$ cat config.mk
export PLATFORM = sky130hd
export DESIGN_NAME = reg_src_select_pipe
export DESIGN_NICKNAME = d
export VERILOG_FILES = /design/src/rtl/reg_src_select_pipe.sv
export SDC_FILE = /design/constraint.sdc
export NUM_CORES = 1
export LEC_CHECK = 0
export ABC_CLOCK_PERIOD_IN_PS = 2400
export BUFFER_PORTS_ARGS = -buffer_cell sky130_fd_sc_hd__buf_2
export CAP_MARGIN = 20
export CORE_ASPECT_RATIO = 0.8
export CORE_MARGIN = 2
export CORE_UTILIZATION = 55
export CTS_BUF_LIST = sky130_fd_sc_hd__clkbuf_2
export DETAILED_ROUTE_END_ITERATION = 8
export GPL_TIMING_DRIVEN = 1
export PLACE_DENSITY = 0.82
export SLEW_MARGIN = 30
export SYNTH_ARGS = -nofsm -noshare
export SYNTH_HDL_FRONTEND = slang
export SYNTH_SLANG_ARGS = --single-unit
$ cat constraint.sdc
create_clock -name Clock -period 2.4 [get_ports Clock]
set_clock_uncertainty 0.15 [all_clocks]
set_input_delay 0.24 -clock Clock [delete_from_list [all_inputs] [get_ports Clock]]
set_output_delay 0.24 -clock Clock [all_outputs]
set_load 0.03 [all_outputs]
$ cat src/rtl/reg_src_select_pipe.sv
// Pipelined register-source selector: picks Input1, Input2 or a writable constant into one registered stage.
// Optional write-to-read forwarding of table writes is enabled by defining REG_SRC_SELECT_CONST_BYPASS_EN.
module reg_src_select_pipe #(
   parameter int unsigned WIDTH     = 17,
   parameter int unsigned NUM_CONST = 3,
   parameter int unsigned SEL_W     = 3,
   parameter int unsigned RESET_C0  = 2,
   parameter int unsigned RESET_C1  = 4,
   parameter int unsigned RESET_C2  = 15,
   localparam int unsigned ADDR_W   = (NUM_CONST > 1) ? $clog2(NUM_CONST) : 1
) (
   input  logic              Clock,
   input  logic              Reset,
   input  logic [WIDTH-1:0]  Input1,
   input  logic [WIDTH-1:0]  Input2,
   input  logic [SEL_W-1:0]  Selection,
   input  logic              InValid,
   output logic              InReady,
   output logic [WIDTH-1:0]  Output,
   output logic              OutValid,
   input  logic              OutReady,
   input  logic              ConstWrEn,
   input  logic [ADDR_W-1:0] ConstWrAddr,
   input  logic [WIDTH-1:0]  ConstWrData,
   output logic              IllegalSel,
   input  logic              ErrClear
);

   function automatic logic [WIDTH-1:0] reset_entry(input int unsigned idx);
      case (idx)
         0:       return WIDTH'(RESET_C0);
         1:       return WIDTH'(RESET_C1);
         2:       return WIDTH'(RESET_C2);
         default: return '0;
      endcase
   endfunction

   logic [WIDTH-1:0] table_q [NUM_CONST];
   logic [WIDTH-1:0] table_d [NUM_CONST];
   logic [WIDTH-1:0] out_q, out_d;
   logic             out_valid_q, out_valid_d;
   logic             illegal_q, illegal_d;
   logic [WIDTH-1:0] sel_val_c;
   logic             illegal_c;
   logic             accept_c;

   assign InReady  = !out_valid_q || OutReady;
   assign accept_c = InValid && InReady;

   // Source decode; out-of-range table addresses simply match no entry
   always_comb begin
      sel_val_c = '0;
      illegal_c = 32'(Selection) > (NUM_CONST + 1);
      if (Selection == '0) begin
         sel_val_c = Input1;
      end else if (Selection == SEL_W'(NUM_CONST + 1)) begin
         sel_val_c = Input2;
      end
      for (int unsigned i = 0; i < NUM_CONST; i++) begin
         if (Selection == SEL_W'(i + 1)) begin
`ifdef REG_SRC_SELECT_CONST_BYPASS_EN
            if (ConstWrEn && (ConstWrAddr == ADDR_W'(i))) begin
               sel_val_c = ConstWrData;
            end else begin
               sel_val_c = table_q[i];
            end
`else
            sel_val_c = table_q[i];
`endif
         end
      end
   end

   always_comb begin
      table_d = table_q;
      for (int unsigned i = 0; i < NUM_CONST; i++) begin
         if (ConstWrEn && (ConstWrAddr == ADDR_W'(i))) begin
            table_d[i] = ConstWrData;
         end
      end
   end

   // Output stage and sticky error; a set in the same cycle as a clear wins
   always_comb begin
      out_d       = out_q;
      out_valid_d = out_valid_q;
      illegal_d   = illegal_q;
      if (accept_c) begin
         out_d       = sel_val_c;
         out_valid_d = 1'b1;
      end else if (OutReady) begin
         out_valid_d = 1'b0;
      end
      if (accept_c && illegal_c) begin
         illegal_d = 1'b1;
      end else if (ErrClear) begin
         illegal_d = 1'b0;
      end
   end

   always_ff @(posedge Clock or posedge Reset) begin
      if (Reset) begin
         out_q       <= '0;
         out_valid_q <= 1'b0;
         illegal_q   <= 1'b0;
         for (int unsigned i = 0; i < NUM_CONST; i++) begin
            table_q[i] <= reset_entry(i);
         end
      end else begin
         out_q       <= out_d;
         out_valid_q <= out_valid_d;
         illegal_q   <= illegal_d;
         table_q     <= table_d;
      end
   end

   assign Output     = out_q;
   assign OutValid   = out_valid_q;
   assign IllegalSel = illegal_q;

endmodule
Yosys cells after proc, flatten, opt, wreduce, memory -nomap -nowiden

Index checks and enable logic that the tools add are counted.

Mux-type cells: 9
Equal/unequal tests: 6
Reduce and logical (&&, ||, !) cells: 11
Order comparisons: 1

Operators by type and width:

| cell               | number |
|---|---|
| $mux 17            | 5 |
| $eq 3x2->1 const B | 2 |
| $logic_and 1x1->1  | 5 |
| $mux 1             | 4 |
| $reduce_bool 2->1  | 2 |
| $eq 3x1->1 const B | 1 |
| $eq 3x3->1 const B | 1 |
| $gt 3x3->1 const B | 1 |
| $logic_not 3->1    | 1 |
| $eq 2x1->1 const B | 1 |
| $eq 2x2->1 const B | 1 |
| $logic_not 2->1    | 1 |
| $logic_not 1->1    | 1 |
| $logic_or 1x1->1   | 1 |

Word-level logic and storage cells: 33
Bits of input ports: 62
Flip-flop bits (word level): 70

Logic depth before layout (Yosys ltp)

Gate-level depths: netlist of run 1.

Depth in word-level cells: 6
Depth in mapped cells: 6
Gate-level depth less buffers: 4

Least setup slack after synthesis of run 1

Ideal clock, no wire load.

Path type: flip-flop to flip-flop
Start: reg out_valid_q, in the netlist OutValid
End: reg out_q[0], in the netlist Output[0]
Arrival: 1467 ps
Path buffers: 2
Cell stages (with the launch flop): 7
Slack: 632 ps
Period minus slack after synthesis: 1768 ps
Library setup time: 151 ps
Path through: dfrtp_1 nor2b_1 buf_2 clkinv_1 buf_2 a21oi_1 a311oi_1

Cells in the longest elaborated chain, start to end: 3

RTL lines:

| what                   | RTL line | text |
|---|---|---|
| from (decl)            | 41       | `logic out_valid_q, out_valid_d;` |
| from (signal assigned) | 111      | `out_valid_q <= out_valid_d;` |
| $logic_not 1->1        | 47       | `assign InReady = !out_valid_q \|\| OutReady;` |
| $logic_or 1x1->1       | 47       |  |
| via InReady            | 18       | `output logic InReady,` |
| $logic_and 1x1->1      | 48       | `assign accept_c = InValid && InReady;` |
| to (signal assigned)   | 110      | `out_q <= out_d;` |
| to (decl)              | 40       | `logic [WIDTH-1:0] out_q, out_d;` |

The timed path passes the listed nets, and every way through them passes these cells.
A chain may end at the register's enable or synchronous reset.

Worst setup path in the final report of run 1

Start: reg out_valid_q, in the netlist OutValid
End: out InReady

Cells in the longest elaborated chain, start to end: 2

RTL lines:

| what             | RTL line |
|---|---|
| $logic_not 1->1  | 47 |
| $logic_or 1x1->1 | 47 |
| to (decl)        | 18 |

Every way passes these cells.

==> reports/results.txt, run 1 <==
status - finished, final reports clean
Core ar. - 5880 µm²
Final Setup Violations - 0
Synth top area share - 48.1%
CP Launch Type - flop
largest net degree at the start of global routing - 71
Final Hold Viols - 0
fmax - 0.451 GHz
Mapped Area - 3330 µm²
ANT nets after route - 0
initial antenna violation count - 0
Top delay family on crit path - buffers and inverters
Largest stage delay, worst path - 0.40 ns
post-layout net count - 436
CTS max path bufs - 2
Max Slew Vio Count - 0
die height - 73.6 µm
hold slack - 0.0450 ns
Initial Utilization - 56.6%
worst path bufs/invs - 3
power after layout - 2870 µW
Sink Count - 70
CTS tree - done
I/O pins - 82
RSZ-0062 raised after global routing - no
leakage power - 0.00183 µW
setup_tns - 0 ns
sequential fraction of the synthesis area - 52.9%
clock root buffer - clkbuf_2
fin crit share - 92.3%
global-route wire length before repair - 13.7 mm
Design Area, Final - 4260 µm²
Residual DRC - 0
routability cong. - 0.801
Die Wd - 91.0 µm
clock-pin slew on the worst setup and hold paths - 0.17 ns
CP Max Fanout - 11
Post-Syn Nets - 321
Critical Path RT - 2.01 ns
most common cell after layout, fill and taps aside - buf_2
Post-DP Area - 3790 µm²
PD cells - 675 nW/µm²
Seq cells post-synth - 70
most frequent cells in the layout - buf_2, mux2_2, dfrtp_1
Post-CTS Setup Bufs - 0
WS Path Type - reg2out
launching point of the worst reg2reg path - OutValid$_DFFE_PP0P_
Cells after Synth - 259
DRT Pass-1 Iters - 5
Max stage delay cell, worst path - nor2b_2
Total GRT Usage - 26.8%
port bufs - 81
Hold WC Path Type - in2reg
critical path startpoint - OutValid$_DFFE_PP0P_
top cells by area, synth - dfrtp_1, mux2_2, dfstp_2, o221ai_1, nor4_1
HPWL Detailed - 5.49 mm
Worst-Skew Late Latency - 0.50 ns
warnings from Yosys - 0
vias in the first global route - 2801
H-tree depth - 3
final wirelength - 8.77 mm
P&R area growth vs syn - 27.9%
FP Rows - 25
post-layout util - 72.4%
grt ovf - 0
Vias - 2782
total die area - 6690 µm²
fin crit period - 2.22 ns
worst path cell trace - nor2b_2, clkinv_1, buf_4, buf_2
slew margin rel. - 48.8%
ANT cells - 0
worst-margin pin slew - 0.765 ns
crit end category - output pin
layout cell share with drive strength beyond 1 - 48.5%
Hold Crit Start - Input2[11]
cts bufs inserted - 9
Mean Syn Cell Area - 12.8 µm²
DRT iter0 DRCs - 301
post-synth top area cell - dfrtp_1
Arrival @ worst endpoint - 1.83 ns
Routed wire per std cell - 19.1 µm
maximum VDD drop - 0.000350 V
library cells used by synthesis - 23
vias per cell - 6.05
total of max-cap violations - 0
-- cell families (layout without fill, tap and decap cells) --
| group | after synthesis | count (layout) | synth area share (%) |
|---|---|---|---|
| and+or+nand+nor | 36 | 36 | 7.07 |
| buffers and inverters | 25 | 145 | 3.80 |
| muxes | 68 | 68 | 23.0 |
| DFF | 70 | 70 | 52.9 |
| AOI/OAI and AO/OA | 60 | 60 | 13.2 |
-- worst paths after layout --
kind,end,slack (ns),cells after the start
hold reg to reg,table_q[27]$_DFFE_PP0P_,0.38,1
max in group asynchronous,table_q[35]$_DFFE_PP1P_,1.57,4
setup reg to reg,IllegalSel$_DFFE_PP0P_,0.35,4
min in group asynchronous,table_q[20]$_DFFE_PP0P_,0.18,4
hold / removal,Output[11]$_DFFE_PP0P_,0.05,3
setup / recovery,InReady,0.18,4
-- cells in the mapped netlist --
cell / instances
buf_6: 2
mux2_2: 68
nand2b_1: 1
a21oi_1: 17
clkinv_1: 2
inv_1: 2
o21ai_0: 1
nor2_1: 1
o32ai_1: 1
clkbuf_1: 6
a311oi_1: 10
nor3b_4: 2
nor2b_1: 1
dfstp_2: 6
nand2_1: 11
nand3b_2: 3
buf_4: 1
a211oi_1: 14
nor4_1: 17
buf_2: 11
dfrtp_1: 64
inv_2: 1
o221ai_1: 17
-- worst min-delay path: stages --
cell      delay [ns]
buf_2           0.09
a211oi_1        0.06
a211oi_1        0.25
-- cell type report --
| cell class | count | area (µm²) |
|---|---|---|
| inverter | 5 | 18.8 |
| clock inverter | 6 | 52.6 |
| timing repair buffer | 124 | 831 |
| clock buffer | 10 | 50.0 |
| tap | 81 | 101 |
| sequential | 70 | 1760 |
| fill | 441 | 1620 |
| multi-input combinational | 164 | 1440 |
-- routing by layer --
| layer | GRT usage [%] | vias to the layer above | wire length [µm] |
|---|---|---|---|
| met1 | 33.9 | 1378 | 3710 |
| met2 | 44.9 | 154 | 4280 |
| met3 | 6.77 | 16 | 656 |
| met4 | 11.1 | 0 | 121 |
| li1 | - | 1234 | - |
| met5 | 0 | - | 0 |
-- timing repair --
action,CTS,global route
gates resized for setup,0,0
hold buffers,36,0
hold endpoints to repair,138,0
-- sequential cells by signal (all words and copies together), names as in the netlist --
register / flops
table_q: 51
OutValid: 1
IllegalSel: 1
Output: 17
-- stage by stage --
| stage | cells | setup slack (ns) |
|---|---|---|
| 2_1_floorplan | 259 | 0.252 |
| 3_3_place_gp | 408 | 0.493 |
| 3_5_place_dp | 408 | 0.401 |
| 4_1_cts | 460 | 0.169 |
| 5_1_grt | 460 | 0.115 |
| 6_report | 460 | 0.184 |
-- power breakdown --
group | switching [µW] | internal (µW)
Sequential | 128 | 1410
Clock | 392 | 233
Combinational | 370 | 342
Total | 890 | 1980
(Power assumes the default switching activity.)
==> run 2, diff against run 1 <==
--- a/config.mk
+++ b/config.mk
@@ -8,13 +8,16 @@
 export ABC_CLOCK_PERIOD_IN_PS = 2400
 export BUFFER_PORTS_ARGS = -buffer_cell sky130_fd_sc_hd__buf_2
 export CAP_MARGIN = 20
+export CELL_PAD_IN_SITES_DETAIL_PLACEMENT = 0
+export CELL_PAD_IN_SITES_GLOBAL_PLACEMENT = 1
 export CORE_ASPECT_RATIO = 0.8
 export CORE_MARGIN = 2
-export CORE_UTILIZATION = 55
+export CORE_UTILIZATION = 44
 export CTS_BUF_LIST = sky130_fd_sc_hd__clkbuf_2
 export DETAILED_ROUTE_END_ITERATION = 8
 export GPL_TIMING_DRIVEN = 1
-export PLACE_DENSITY = 0.82
+export MAX_ROUTING_LAYER = met4
+export PLACE_DENSITY_LB_ADDON = 0.1
 export SLEW_MARGIN = 30
 export SYNTH_ARGS = -nofsm -noshare
 export SYNTH_HDL_FRONTEND = slang
==> reports/results.txt, run 2 (synthesis gave the netlist of run 1 again) <==
Max stage delay cell, worst path - dlygate4sd3_1 (was nor2b_2)
slew margin rel. - 63.0% (was 48.8%)
cts bufs inserted - 9 (unchanged)
vias per cell - 5.60 (was 6.05)
fin crit share - 94.8% (was 92.3%)
CTS max path bufs - 2 (unchanged)
total of max-cap violations - 0 (unchanged)
Design Area, Final - 4310 µm² (was 4260 µm²)
maximum VDD drop - 0.000353 V (was 0.000350 V)
Top delay family on crit path - buffers and inverters (unchanged)
CP Launch Type - input pin (was flop)
clock root buffer - clkbuf_2 (unchanged)
fin crit period - 2.27 ns (was 2.22 ns)
max reg flops - 51 (unchanged)
Largest stage delay, worst path - 0.57 ns (was 0.40 ns)
Final Setup Violations - 0 (unchanged)
Arrival @ worst endpoint - 2.53 ns (was 1.83 ns)
Max Slew Vio Count - 0 (unchanged)
CP Max Fanout - 18 (was 11)
Routed wire per std cell - 18.8 µm (was 19.1 µm)
Residual DRC - 0 (unchanged)
most flop-heavy register - table_q (unchanged)
final wirelength - 8.99 mm (was 8.77 mm)
HPWL Detailed - 6.11 mm (was 5.49 mm)
ANT cells - 0 (unchanged)
Core ar. - 7360 µm² (was 5880 µm²)
fmax - 0.440 GHz (was 0.451 GHz)
FP Rows - 28 (was 25)
leakage power - 0.00184 µW (was 0.00183 µW)
P&R area growth vs syn - 29.6% (was 27.9%)
RSZ-0062 raised after global routing - no (unchanged)
grt ovf - 0 (unchanged)
vias in the first global route - 2628 (was 2801)
routability cong. - 0.880 (was 0.801)
clock-pin slew on the worst setup and hold paths - 0.19 ns (was 0.17 ns)
ANT nets after route - 0 (unchanged)
setup_tns - 0 ns (unchanged)
die height - 81.8 µm (was 73.6 µm)
Worst path most repeated cell - dlygate4sd3_1
number of fill cells in the layout - 661 (was 441)
I/O pins - 82 (unchanged)
Initial Utilization - 45.2% (was 56.6%)
Hold WC Path Type - in2reg (unchanged)
PD cells - 654 nW/µm² (was 675 nW/µm²)
port bufs - 81 (unchanged)
crit end category - flop (was output pin)
total die area - 8280 µm² (was 6690 µm²)
Post-DP Area - 3810 µm² (was 3790 µm²)
global-route wire length before repair - 14.0 mm (was 13.7 mm)
DRT Pass-1 Iters - 4 (was 5)
status - finished, final reports clean (unchanged)
CTS tree - done (unchanged)
initial antenna violation count - 0 (unchanged)
H-tree depth - 3 (unchanged)
Worst-Skew Late Latency - 0.50 ns (about the same)
DRT iter0 DRCs - 196 (was 301)
r2r setup slk - 0.26 ns (was 0.35 ns)
Vias - 2672 (was 2782)
power after layout - 2820 µW (was 2870 µW)
worst path bufs/invs - 5 (was 3)
most common cell after layout, fill and taps aside - buf_2 (unchanged)
worst-margin pin slew - 0.552 ns (was 0.765 ns)
post-layout net count - 444 (was 436)
Critical Path RT - 2.65 ns (was 2.01 ns)
Total GRT Usage - 23.9% (was 26.8%)
Final Hold Viols - 0 (unchanged)
most frequent cells in the layout - buf_2, mux2_2, dfrtp_1 (unchanged)
WS Path Type - in2reg (was reg2out)
worst path cell trace - dlygate4sd3_1, buf_2, inv_2, buf_4, nor4_1, a311oi_1, dlygate4sd3_1 (was nor2b_2, clkinv_1, buf_4, buf_2)
largest net degree at the start of global routing - 39 (was 71)
layout cell share with drive strength beyond 1 - 48.6% (was 48.5%)
Die Wd - 101 µm (was 91.0 µm)
Sink Count - 70 (unchanged)
## run 2: cell count changes in the layout (fill, tap and decap cells not counted)
cell,previous run,this run
buf_12,1,0
buf_4,6,10
dlygate4sd3_1,36,41
clkinv_2,3,1
bufinv_16,1,0
clkinvlp_4,0,3
clkinv_1,4,3
clkbuf_2,10,11
## run 2: final cells by class
cell class | instances | area [µm²] | area share, %
well taps | 90 | 113 | 2.61
flip-flops and latches | 70 | 1760 | 40.8
inverters | 5 | 22.5 | 0.522
multi-input cells | 164 | 1440 | 33.5
clock buffers | 11 | 55.1 | 1.28
clock inverters | 5 | 27.5 | 0.638
repair buffers | 132 | 891 | 20.7
## run 2: layer usage
layer | vias up | GRT usage [%] | wire, µm
li1 | 1256 | - | -
met1 | 1318 | 37.0 | 4800
met2 | 94 | 30.9 | 3610
met3 | 4 | 6.81 | 544
met4 | 0 | 4.59 | 38
met5 | - | - | 0
## run 2: repair_timing
item                                    in CTS  in global routing
hold endpoints to repair                   138                  4
hold buffers                                40                  1
endpoints found under the setup margin       0                  1
setup buffers                                0                  0
resized for setup                            0                  1
## run 2: worst min-delay path, stage by stage
cell and delay, ns:
buf_2 0.08, nor2b_2 0.05, clkinvlp_4 0.24, nand2_1 0.09
## run 2: final timing paths
path | end | cells past startpoint | startpoint
max | Output[3]$_DFFE_PP0P_ | 7 | InValid
min | OutValid$_DFFE_PP0P_ | 4 | OutReady
max reg2reg | Output[5]$_DFFE_PP0P_ | 6 | OutValid$_DFFE_PP0P_
min reg2reg | table_q[22]$_DFFE_PP0P_ | 1 | table_q[22]$_DFFE_PP0P_
max in group asynchronous | table_q[0]$_DFFE_PP1P_ | 4 | Reset
min in group asynchronous | table_q[49]$_DFFE_PP0P_ | 4 | Reset
## run 2: report_power, final
part,leakage [µW],internal [µW],switching [µW],total (µW)
combinational,0.000973,355,368,723
clock,0.0000530,136,420,556
sequential,0.000817,1410,134,1540
## run 2: per-stage QoR
stage | util (%) | hold slack, ns | setup slack [ns] | cells
floorplan | - | 0.193 | 0.252 | 259
global placement | 51.9 | 0.206 | 0.635 | 420
detailed placement | 51.9 | 0.205 | 0.594 | 420
CTS | 58.4 | 0.00219 | 0.101 | 476
global route | 58.6 | 0.0350 | 0.0530 | 477
finish | 58.6 | 0.0845 | 0.125 | 477
==> run 3, diff against run 2 <==
--- a/config.mk
+++ b/config.mk
@@ -5,14 +5,15 @@
 export SDC_FILE = /design/constraint.sdc
 export NUM_CORES = 1
 export LEC_CHECK = 0
+export ABC_AREA = 1
 export ABC_CLOCK_PERIOD_IN_PS = 2400
 export BUFFER_PORTS_ARGS = -buffer_cell sky130_fd_sc_hd__buf_2
 export CAP_MARGIN = 20
 export CELL_PAD_IN_SITES_DETAIL_PLACEMENT = 0
 export CELL_PAD_IN_SITES_GLOBAL_PLACEMENT = 1
-export CORE_ASPECT_RATIO = 0.8
+export CORE_ASPECT_RATIO = 0.7
 export CORE_MARGIN = 2
-export CORE_UTILIZATION = 44
+export CORE_UTILIZATION = 40
 export CTS_BUF_LIST = sky130_fd_sc_hd__clkbuf_2
 export DETAILED_ROUTE_END_ITERATION = 8
 export GPL_TIMING_DRIVEN = 1
==> reports/results.txt, run 3 <==
post-synth top area cell - dfrtp_1 (unchanged)
Residual DRC - 0 (unchanged)
Total GRT Usage - 22.3% (was 23.9%)
top cells by area, synth - dfrtp_1, nand2_1, o21ai_0, inv_1, nand3_1 (was dfrtp_1, mux2_2, dfstp_2, o221ai_1, nor4_1)
Worst-Skew Late Latency - 0.52 ns (was 0.50 ns)
Initial Utilization - 41.3% (was 45.2%)
setup_tns - 0 ns (unchanged)
launching point of the worst reg2reg path - OutValid$_DFFE_PP0P_ (unchanged)
DRT iter0 DRCs - 398 (was 196)
GRT Max-Usage Layer - met1 (unchanged)
hold slack - 0.0367 ns (was 0.0845 ns)
leakage power - 0.00248 µW (was 0.00184 µW)
most common cell in the synthesized netlist - nand2_1 (was mux2_2)
Vias - 3256 (was 2672)
port bufs - 81 (unchanged)
Final Setup Violations - 0 (unchanged)
crit end category - flop (unchanged)
Worst path most repeated cell - nand2_1 (was dlygate4sd3_1)
CP Launch Type - input pin (unchanged)
r2r setup slk - 1.01 ns (was 0.26 ns)
M2 GR Usage - 24.0% (was 30.9%)
Synth top area share - 46.0% (was 48.1%)
status - finished, final reports clean (unchanged)
power after layout - 2750 µW (was 2820 µW)
HPWL Detailed - 6.86 mm (was 6.11 mm)
worst-margin pin slew - 0.656 ns (was 0.552 ns)
Largest stage delay, worst path - 0.57 ns (about the same)
vias per cell - 4.65 (was 5.60)
CTS Hold Bufs - 46 (was 40)
FP Rows - 28 (unchanged)
grt ovf - 0 (unchanged)
met3 usage - 6.05% (was 6.81%)
DRT Pass-1 Iters - 5 (was 4)
slew margin rel. - 56.2% (was 63.0%)
most frequent cells in the layout - nand2_1, buf_2, dfrtp_1 (was buf_2, mux2_2, dfrtp_1)
I/O pins - 82 (unchanged)
most flop-heavy register - table_q (unchanged)
worst path bufs/invs - 4 (was 5)
maximum VDD drop - 0.000244 V (was 0.000353 V)
final wirelength - 9.86 mm (was 8.99 mm)
max reg flops - 51 (unchanged)
clock root buffer - clkbuf_2 (unchanged)
sequential fraction of the synthesis area - 50.5% (was 52.9%)
Die Wd - 116 µm (was 101 µm)
Max stage delay cell, worst path - dlygate4sd3_1 (unchanged)
Post-Syn Nets - 517 (was 321)
CTS max path bufs - 2 (unchanged)
post-layout net count - 637 (was 444)
layout cell share with drive strength beyond 1 - 20.0% (was 48.6%)
WS Path Type - in2reg (unchanged)
R2R cell count - 6 (unchanged)
P&R area growth vs syn - 30.3% (was 29.6%)
CP Max Fanout - 20 (was 18)
Hold WC Path Type - in2reg (unchanged)
Mapped Area - 3480 µm² (was 3330 µm²)
PostCTS Resize Cnt - 0 (unchanged)
Arrival @ worst endpoint - 2.11 ns (was 2.53 ns)
Hold Crit Start - Input2[9] (was OutReady)
total of max-cap violations - 0 (unchanged)
Cells on Worst Hold Path - 7 (was 4)
Critical R2R Capture - Output[9]$_DFFE_PP0P_ (was Output[5]$_DFFE_PP0P_)
post-layout util - 53.7% (was 58.6%)
cts bufs inserted - 9 (unchanged)
Final Hold Viols - 0 (unchanged)
Reg area - 1760 µm² (unchanged)
prevailing post-synth register cell - dfrtp_1 (unchanged)
Post-CTS Setup Bufs - 0 (unchanged)
Routed wire per std cell - 14.1 µm (was 18.8 µm)
die height - 82.1 µm (was 81.8 µm)
area of the multi-input gates - 1370 µm² (was 1440 µm²)
RSZ-0062 raised after global routing - no (unchanged)
global-route wire length before repair - 15.2 mm (was 14.0 mm)
worst path cell trace - buf_2, inv_2, buf_4, nand3_1, nand2_1, dlygate4sd3_1, nor2_1, nand2_1, nand2_1, nand2_1 (was dlygate4sd3_1, buf_2, inv_2, buf_4, nor4_1, a311oi_1, dlygate4sd3_1)
Cells after Synth - 455 (was 259)
number of fill cells in the layout - 848 (was 661)
critical path depth - 10 (was 7)
GRT met1 Usage - 38.5% (was 37.0%)
Critical Path RT - 2.67 ns (was 2.65 ns)
Core ar. - 8440 µm² (was 7360 µm²)
ANT nets after route - 0 (unchanged)
warnings from Yosys - 0 (unchanged)
PD cells - 606 nW/µm² (was 654 nW/µm²)
Sink Count - 70 (unchanged)
CTS tree - done (unchanged)
Post-synth EDFFs - 0 (unchanged)
fmax - 0.543 GHz (was 0.440 GHz)
Post-Layout Cell Count - 700 (was 477)
Mean Syn Cell Area - 7.66 µm² (was 12.8 µm²)
library cells used by synthesis - 20 (was 23)
Post-Place Cells - 637 (was 420)
initial antenna violation count - 0 (unchanged)
ANT cells - 0 (unchanged)
total die area - 9480 µm² (was 8280 µm²)
routability cong. - 0.809 (was 0.880)
top cells by count, synth - nand2_1, dfrtp_1, inv_1, o21ai_0, nand3_1 (was mux2_2, dfrtp_1, a21oi_1, nor4_1, o221ai_1)
clock-pin slew on the worst setup and hold paths - 0.19 ns (about the same)
fin crit period - 1.84 ns (was 2.27 ns)
fin crit share - 76.8% (was 94.8%)
vias in the first global route - 2818 (was 2628)
ys async rst share - 100% (unchanged)
Max Slew Vio Count - 0 (unchanged)
most common cell after layout, fill and taps aside - nand2_1 (was buf_2)
Seq cells post-synth - 70 (unchanged)
Top delay family on crit path - buffers and inverters (unchanged)
largest net degree at the start of global routing - 37 (was 39)
H-tree depth - 3 (unchanged)
WHS Endpoint - Output[9]$_DFFE_PP0P_ (was OutValid$_DFFE_PP0P_)
==> run 3: cell types whose count changed after synthesis, moves of 33 or more <==
cell and delta:
inv_1 +55, nand3_1 +37, o21ai_0 +51, mux2_2 -68
nor2_1 +33, nand2_1 +128
==> run 3: cell type report <==
class	count	area share, %
clock buffers	10	1.10
clock inverters	6	0.827
inverters	58	4.80
multi-input cells	301	30.2
flip-flops and latches	70	38.8
well taps	120	3.31
repair buffers	135	21.0
==> run 3: cells by family (layout without fill, tap and decap cells) <==
kind of cell    after synthesis  count (layout)  synth area share [%]
simple gates                214             214                  25.5
compound gates               87              87                  13.9
buf+inv                      84             209                  10.2
flops                        70              70                  50.5
==> run 3: routing by layer <==
| layer | part of all wire [%] | wire length, µm | vias up |
|---|---|---|---|
| met4 | 0.56 | 55 | 0 |
| met3 | 8.7 | 855 | 4 |
| met5 | 0 | 0 | - |
| li1 | - | - | 1681 |
| met2 | 34 | 3370 | 132 |
| met1 | 57 | 5570 | 1439 |
==> run 3: how the worst max path moves through the flow <==
stage                 startpoint                      to  slack [ns]
floorplan                  Reset  IllegalSel$_DFFE_PP0P_        0.25
global placement    Selection[2]  Output[16]$_DFFE_PP0P_        0.57
detailed placement  Selection[2]   Output[5]$_DFFE_PP0P_        0.53
CTS                 Selection[2]   Output[6]$_DFFE_PP0P_        0.63
global route        Selection[2]   Output[6]$_DFFE_PP0P_        0.51
finish              Selection[2]   Output[6]$_DFFE_PP0P_        0.56
==> run 3: where the power goes <==
group	switching (µW)	total, µW	internal, µW	leakage [µW]
Combinational	426	682	256	0.00156
Clock	436	572	137	0.0000557
Sequential	122	1500	1370	0.000870
Total	984	2750	1770	0.00248
==> run 3: stage by stage <==
| step | cell area (µm²) | setup slack, ns |
|---|---|---|
| after floorplan | 3480 | 0.252 |
| after global placement | 3980 | 0.570 |
| after detailed placement | 3980 | 0.529 |
| after CTS | 4530 | 0.629 |
| after global routing | 4540 | 0.506 |
| final | 4540 | 0.557 |
==> run 3: worst min-delay path, stage by stage <==
cell and delay [ns]:
buf_2 0.08, nand3_1 0.07, nand2_1 0.08, nor2_1 0.04, nand2_1 0.05, nand2_1 0.06
nand2_1 0.05
